File: src/rtl/pipeline_id_ex_reg.sv
// ID/EX pipeline register with load-use hazard detection, branch flush, external hold
// and a saturating count of load-use bubbles.
`default_nettype none

module pipeline_id_ex_reg #(
  parameter int XLEN   = 32,
  parameter int CTRL_W = 20,
  parameter int CNT_W  = 16
) (
  input  logic              clk_IDEX,
  input  logic              rst_IDEX,
  input  logic              en_IDEX,
  input  logic              flush_IDEX,
  input  logic              valid_in,
  input  logic [XLEN-1:0]   PC_in,
  input  logic [XLEN-1:0]   Rs1_data_in,
  input  logic [XLEN-1:0]   Rs2_data_in,
  input  logic [4:0]        Rs1_addr_in,
  input  logic [4:0]        Rs2_addr_in,
  input  logic [4:0]        Rd_addr_in,
  input  logic              Rs1_used_in,
  input  logic              Rs2_used_in,
  input  logic [XLEN-1:0]   Imm_in,
  input  logic [CTRL_W-1:0] ctrl_in,
  output logic              valid_out,
  output logic [XLEN-1:0]   PC_out,
  output logic [XLEN-1:0]   Rs1_data_out,
  output logic [XLEN-1:0]   Rs2_data_out,
  output logic [4:0]        Rs1_addr_out,
  output logic [4:0]        Rs2_addr_out,
  output logic [4:0]        Rd_addr_out,
  output logic [XLEN-1:0]   Imm_out,
  output logic [CTRL_W-1:0] ctrl_out,
  output logic              stall_out,
  output logic [CNT_W-1:0]  bubble_cnt
);

  localparam logic [CNT_W-1:0] c_CNT_MAX = {CNT_W{1'b1}};
  localparam logic [CNT_W-1:0] c_CNT_ONE = {{(CNT_W-1){1'b0}}, 1'b1};

  logic w_ld_ex;
  logic w_rs1_hit;
  logic w_rs2_hit;
  logic w_hz;
  logic w_bubble;

  // A load is in EX when it writes a register from memory (MemtoReg = 01) and Rd is not x0.
  assign w_ld_ex   = valid_out & ctrl_out[15] & (ctrl_out[14:13] == 2'b01) & (Rd_addr_out != 5'd0);
  assign w_rs1_hit = Rs1_used_in & (Rs1_addr_in == Rd_addr_out);
  assign w_rs2_hit = Rs2_used_in & (Rs2_addr_in == Rd_addr_out);
  assign w_hz      = w_ld_ex & valid_in & (w_rs1_hit | w_rs2_hit);
  assign stall_out = w_hz & ~flush_IDEX;

  // Flush bubbles even while held; a hazard bubble only happens on an advancing edge.
  assign w_bubble  = flush_IDEX | (en_IDEX & w_hz);

  always_ff @(posedge clk_IDEX or posedge rst_IDEX) begin
    if (rst_IDEX) begin
      valid_out    <= 1'b0;
      PC_out       <= '0;
      Rs1_data_out <= '0;
      Rs2_data_out <= '0;
      Rs1_addr_out <= '0;
      Rs2_addr_out <= '0;
      Rd_addr_out  <= '0;
      Imm_out      <= '0;
      ctrl_out     <= '0;
      bubble_cnt   <= '0;
    end else if (w_bubble) begin
      valid_out    <= 1'b0;
      PC_out       <= '0;
      Rs1_data_out <= '0;
      Rs2_data_out <= '0;
      Rs1_addr_out <= '0;
      Rs2_addr_out <= '0;
      Rd_addr_out  <= '0;
      Imm_out      <= '0;
      ctrl_out     <= '0;
      if (!flush_IDEX && (bubble_cnt != c_CNT_MAX)) begin
        bubble_cnt <= bubble_cnt + c_CNT_ONE;
      end
    end else if (en_IDEX) begin
      valid_out    <= valid_in;
      PC_out       <= PC_in;
      Rs1_data_out <= Rs1_data_in;
      Rs2_data_out <= Rs2_data_in;
      Rs1_addr_out <= Rs1_addr_in;
      Rs2_addr_out <= Rs2_addr_in;
      Rd_addr_out  <= Rd_addr_in;
      Imm_out      <= Imm_in;
      // An empty decode slot still loads its fields but carries no control.
      ctrl_out     <= valid_in ? ctrl_in : '0;
    end
  end

endmodule

`default_nettype wire

File: config.mk
export PLATFORM = sky130hd
export DESIGN_NAME = pipeline_id_ex_reg
export DESIGN_NICKNAME = d
export VERILOG_FILES = /design/src/rtl/pipeline_id_ex_reg.sv
export SDC_FILE = /design/constraint.sdc
export NUM_CORES = 1
export LEC_CHECK = 0
export CORE_AREA = 5 5 134 136
export CTS_CLUSTER_DIAMETER = 100
export DETAILED_ROUTE_END_ITERATION = 16
export DIE_AREA = 0 0 139 141
export DONT_BUFFER_PORTS = 1
export PLACE_DENSITY_LB_ADDON = 0.1
export SLEW_MARGIN = 20
export SYNTH_ARGS = -nofsm -noshare
export SYNTH_HDL_FRONTEND = slang
export SYNTH_SLANG_ARGS = --single-unit
File: constraint.sdc
create_clock -name clk_IDEX -period 7 [get_ports clk_IDEX]
set_input_delay 1.4 -clock clk_IDEX [delete_from_list [all_inputs] [get_ports clk_IDEX]]
set_output_delay 1.4 -clock clk_IDEX [all_outputs]
set_load 0.03 [all_outputs]
# ---- After elaboration in Yosys (flattened, before gate mapping)
# Index checks and enable logic that the tools add are counted.
dict set report op_classes {
  mux 19
  addsub 1
  n_eq_ne 4
  n_reduce_logical 5
  bitwise 12
}
# op count
set op_table {}
lappend op_table {{2-to-1 mux 32 bit} 8}
lappend op_table {{2-to-1 mux 20 bit} 3}
lappend op_table {{2-to-1 mux 5 bit} 6}
lappend op_table {{adder 16 x 1 -> 16 bit, second input constant} 1}
lappend op_table {{!= test 16 bit, second input constant} 1}
lappend op_table {{equality test 5 bit} 2}
lappend op_table {{bitwise AND 1 bit} 9}
lappend op_table {{nonzero test 5 bit} 1}
lappend op_table {{equality test 2 x 1 -> 1 bit, second input constant} 1}
lappend op_table {{2-to-1 mux 1 bit} 2}
lappend op_table {{OR 1 bit} 2}
lappend op_table {{AND reduction 2 bit} 1}
lappend op_table {{nonzero test 2 bit} 1}
lappend op_table {{logical AND 1 bit} 1}
lappend op_table {{logical NOT 1 bit} 1}
lappend op_table {{inverter 1 bit} 1}
dict set report totals {
  regBits 180
  out_inout_bits 181
  in_bits 170
  elab_cells 51
}

# ---- Logic depth before layout (Yosys ltp)
dict set report logic_depth {
  ltp_word 8
  ltp_mapped 9
  mapped_depth_nobuf 7
}

# ---- Least setup slack after synthesis
# No wires, ideal clock.
dict set report synth_path {
  path_kind {in2out}
  from {input port Rs1_addr_in[1]}
  to {output port stall_out}
  path_buffers 1
  cell_stages 6
  slack_ns 2.894
  t_arrival_ns 2.706
  required_time_ns 5.600
  cell_sequence {xnor2_1 nand4_1 o22ai_1 nand2_1 clkbuf_1 nor2_1}
}
dict set report synth_between {
  elab_chain_len 5
}
# item line_no
set synth_rtl {}
lappend synth_rtl {{start: declaration} 18} ;# input logic [4:0] Rs1_addr_in,
lappend synth_rtl {{equality test 5 bit} 49} ;# assign w_rs1_hit = Rs1_used_in & (Rs1_addr_in == Rd_addr_out);
lappend synth_rtl {{bitwise AND 1 bit} 49}
lappend synth_rtl {{OR 1 bit} 51} ;# assign w_hz = w_ld_ex & valid_in & (w_rs1_hit | w_rs2_hit);
lappend synth_rtl {{bitwise AND 1 bit} 51}
lappend synth_rtl {{bitwise AND 1 bit} 52} ;# assign stall_out = w_hz & ~flush_IDEX;
lappend synth_rtl {{end: declaration} 34} ;# output logic stall_out,
# No other way between the ends.

# ---- Worst setup path after layout
dict set report layout_path {
  from {input port Rs2_addr_in[1]}
  to {output port stall_out}
}
dict set report layout_between {
  elab_chain_len 5
}
# item line_no
set layout_rtl {}
lappend layout_rtl {{start: declaration} 19} ;# input logic [4:0] Rs2_addr_in,
lappend layout_rtl {{equality test 5 bit} 50} ;# assign w_rs2_hit = Rs2_used_in & (Rs2_addr_in == Rd_addr_out);
lappend layout_rtl {{bitwise AND 1 bit} 50}
lappend layout_rtl {{OR 1 bit} 51}
lappend layout_rtl {{bitwise AND 1 bit} 51}
lappend layout_rtl {{bitwise AND 1 bit} 52}
# No other way between the ends.

==> impl_metrics.env <==
export IMPL_outcome="finished, final reports clean"
export IMPL_min_period_over_period_pct=64.9
export IMPL_r2r_cells=7
export IMPL_synthTopCellsByArea="dfrtp_1 (67%), a22o_1 (20%), xnor2_1 (1.8%)"
export IMPL_viasPerCell=5.87
export IMPL_yosysTopAreaCell="dfrtp_1"
export IMPL_drc=0
export IMPL_tightest_slew_ns=0.946
export IMPL_cp_top_family="simple AND/OR/NAND/NOR gates"
export IMPL_cts_inserted_buffers=17
export IMPL_dpl_cell_count=672
export IMPL_gp_congestion=0.833
export IMPL_cp_endpoint="stall_out"
export IMPL_layout_drive_gt1_share_pct=9.19
export IMPL_hold_class="flop to flop"
export IMPL_insertedDiodeCount=0
export IMPL_crit_type="input pin to output port"
export IMPL_ys_seq_elements=180
export IMPL_critPathRequiredTime_ns=5.60
export IMPL_final_util_pct=44.4
export IMPL_r2r_start="Rd_addr_out[2]"
export IMPL_synth_cell_types=31
export IMPL_startpoint_type="input pin"
export IMPL_maxCapViolCount=0
export IMPL_synth_top_family_by_area="compound AO/OA/AOI/OAI gates"
export IMPL_hold_buffers=0
export IMPL_cp_num_buf_inv=0
export IMPL_endpoint_kind="output port"
export IMPL_drt_iter0_drc=270
export IMPL_p_total_mw=2.29
export IMPL_crit_fanout=11
export IMPL_dieHeight_microns=141
export IMPL_cp_slowest_stage_delay_ns=0.56
export IMPL_clkSinkCount=180
export IMPL_ir_worst_vdd_uv=156
export IMPL_antenna_left=0
export IMPL_initial_utilization_pct=40.0
export IMPL_synthSimpleGateAreaFrac_pct=4.88
export IMPL_antenna_found_initial=1
export IMPL_worstPathCellList="xnor2_1 > nand4_1 > o22ai_1 > nand2_1 > nor2_1"
export IMPL_cts_setup_buffers=0
export IMPL_area_growth_pct=11.1
export IMPL_maxSlewHeadroom_pct=36.9
export IMPL_cts_tree="built"
export IMPL_ff2ff_setup_slack_ns=3.71
export IMPL_grt_ovfl_total=0
export IMPL_instances_no_fill=704
export IMPL_dp_slack_ns=2.52
export IMPL_synthAdderAreaFrac_pct=0.186
export IMPL_synth_top_cell_area_share_pct=67.0
export IMPL_routed_wl_microns=19000
export IMPL_min_period_ns=4.54
export IMPL_coreArea_sq_um=16800
export IMPL_path_depth=5
export IMPL_dp_hpwl_microns=13600
export IMPL_setup_ws_ns=2.46
export IMPL_finalSetupTns_ns=0
export IMPL_die_area_sq_um=19600
export IMPL_wl_per_cell_microns=27.0
export IMPL_fmax_ghz=0.220
export IMPL_slew_violations=0
export IMPL_grt_pass1_wl_microns=28600
export IMPL_setup_violations_final=0
export IMPL_yosys_warnings=0
export IMPL_synth_compound_area_share_pct=21.5
export IMPL_portBuffers=0
export IMPL_clk_latency_ns=0.42
export IMPL_clock_root_buffer="clkbuf_16"
export IMPL_clk_pin_slew_ns=0.07
export IMPL_grt_start_max_net_pins=118
export IMPL_yosysSeqAreaShare_pct=67.0
export IMPL_pin_count=351
export IMPL_layout_common_cells="dfrtp_1 (180), a22o_1 (153), clkbuf_16 (17)"
export IMPL_clockBufferDepth=2
export IMPL_fin_nets=637
export IMPL_first_pass_iters=4
export IMPL_layout_commonest_cell="dfrtp_1"
export IMPL_critPathLaunch="Rs2_addr_in[1]"
export IMPL_reg2reg_to="ctrl_out[14]"
export IMPL_arrival_ns=3.14
export IMPL_vias=4133
export IMPL_muxShareOfSynthArea_pct=0.168
export IMPL_yosys_area_share_xor_xnor_pct=3.26
export IMPL_gr_usage_all_layers_pct=19.0
export IMPL_slowest_stage="nor2_1"
export IMPL_fp_dieW_microns=139
export IMPL_syn_area_sq_um=6720
export IMPL_row_count=48
export IMPL_avgSynthCellArea_sq_um=14.0
export IMPL_first_global_vias=4398
export IMPL_syn_nets=651
export IMPL_rsz0062_at_grt="no"
export IMPL_syn_inst=480
export IMPL_hold_viol=0
export IMPL_clock_skew_ns=0.0119
export IMPL_cts_resized=0
export IMPL_p_per_area_nw_per_um2=307
export IMPL_cts_htree_levels=4
export IMPL_leakagePower_nw=3.53
## synth_stat cells, drive strengths merged
master / count
ha: 1
a21o: 1
nor4: 6
a31oi: 10
nor2b: 11
clkbuf: 21
nor3: 3
nand2: 7
and3: 2
dfrtp: 180
buf: 17
xor2: 11
nand4: 4
and2: 1
o22ai: 1
or2: 1
inv: 6
xnor2: 14
nand3: 6
and4b: 1
a21oi: 1
a22o: 153
o211ai: 1
mux2: 1
or4: 2
nor2: 17
nand2b: 1
## metrics by stage
stage / hold WS, ns / area [sq um]
floorplan: 0.664 / 6720
global placement: 0.707 / 6870
detailed placement: 0.708 / 6870
CTS: 0.719 / 7460
global route: 0.740 / 7460
finish: 0.719 / 7460
## state kept, by name (all words and copies together) (netlist names)
register,cells
ctrl_out,20
valid_out,1
Imm_out,32
Rs1_data_out,32
Rs2_addr_out,5
Rs2_data_out,32
PC_out,32
bubble_cnt,16
Rd_addr_out,5
Rs1_addr_out,5
## metal layers
layer	up-vias	track usage [%]	share of wire [%]
met5	-	0	0.11
met4	2	5.46	1.7
met3	22	10.5	13
met2	236	30.3	48
met1	2095	22.1	37
li1	1778	-	-
## power by group
part	internal [mW]	switching (mW)	total, mW
Sequential	1.09	0.150	1.24
Clock	0.508	0.435	0.943
Combinational	0.0482	0.0654	0.114
Total	1.64	0.650	2.29
## cell families (layout without fill, tap and decap cells)
group | Yosys count | in the layout
xor+xnor | 25 | 25
compound gates | 167 | 167
buf+inv | 44 | 43
flops | 180 | 180
mux | 1 | 1
fa+ha+maj | 1 | 1
simple gates | 62 | 62
## area by class of cell
type	instances	area [sq um]
multi-input combinational	256	2020
clock inverter	15	163
sequential	180	4500
fill	1519	9350
timing repair buffer	5	37.5
inverter	6	30.0
clock buffer	17	425
tap	225	282
## worst min path at each step
stage	start	depth (start not counted)	end
after detailed placement	bubble_cnt[8]	1	bubble_cnt[8]
after global routing	Rs1_data_out[1]	1	Rs1_data_out[1]
after CTS	bubble_cnt[8]	1	bubble_cnt[8]
after floorplan	bubble_cnt[8]	1	bubble_cnt[8]
after global placement	bubble_cnt[2]	1	bubble_cnt[2]
final	bubble_cnt[8]	1	bubble_cnt[8]
No activity file was read; power rests on OpenSTA's default activity.
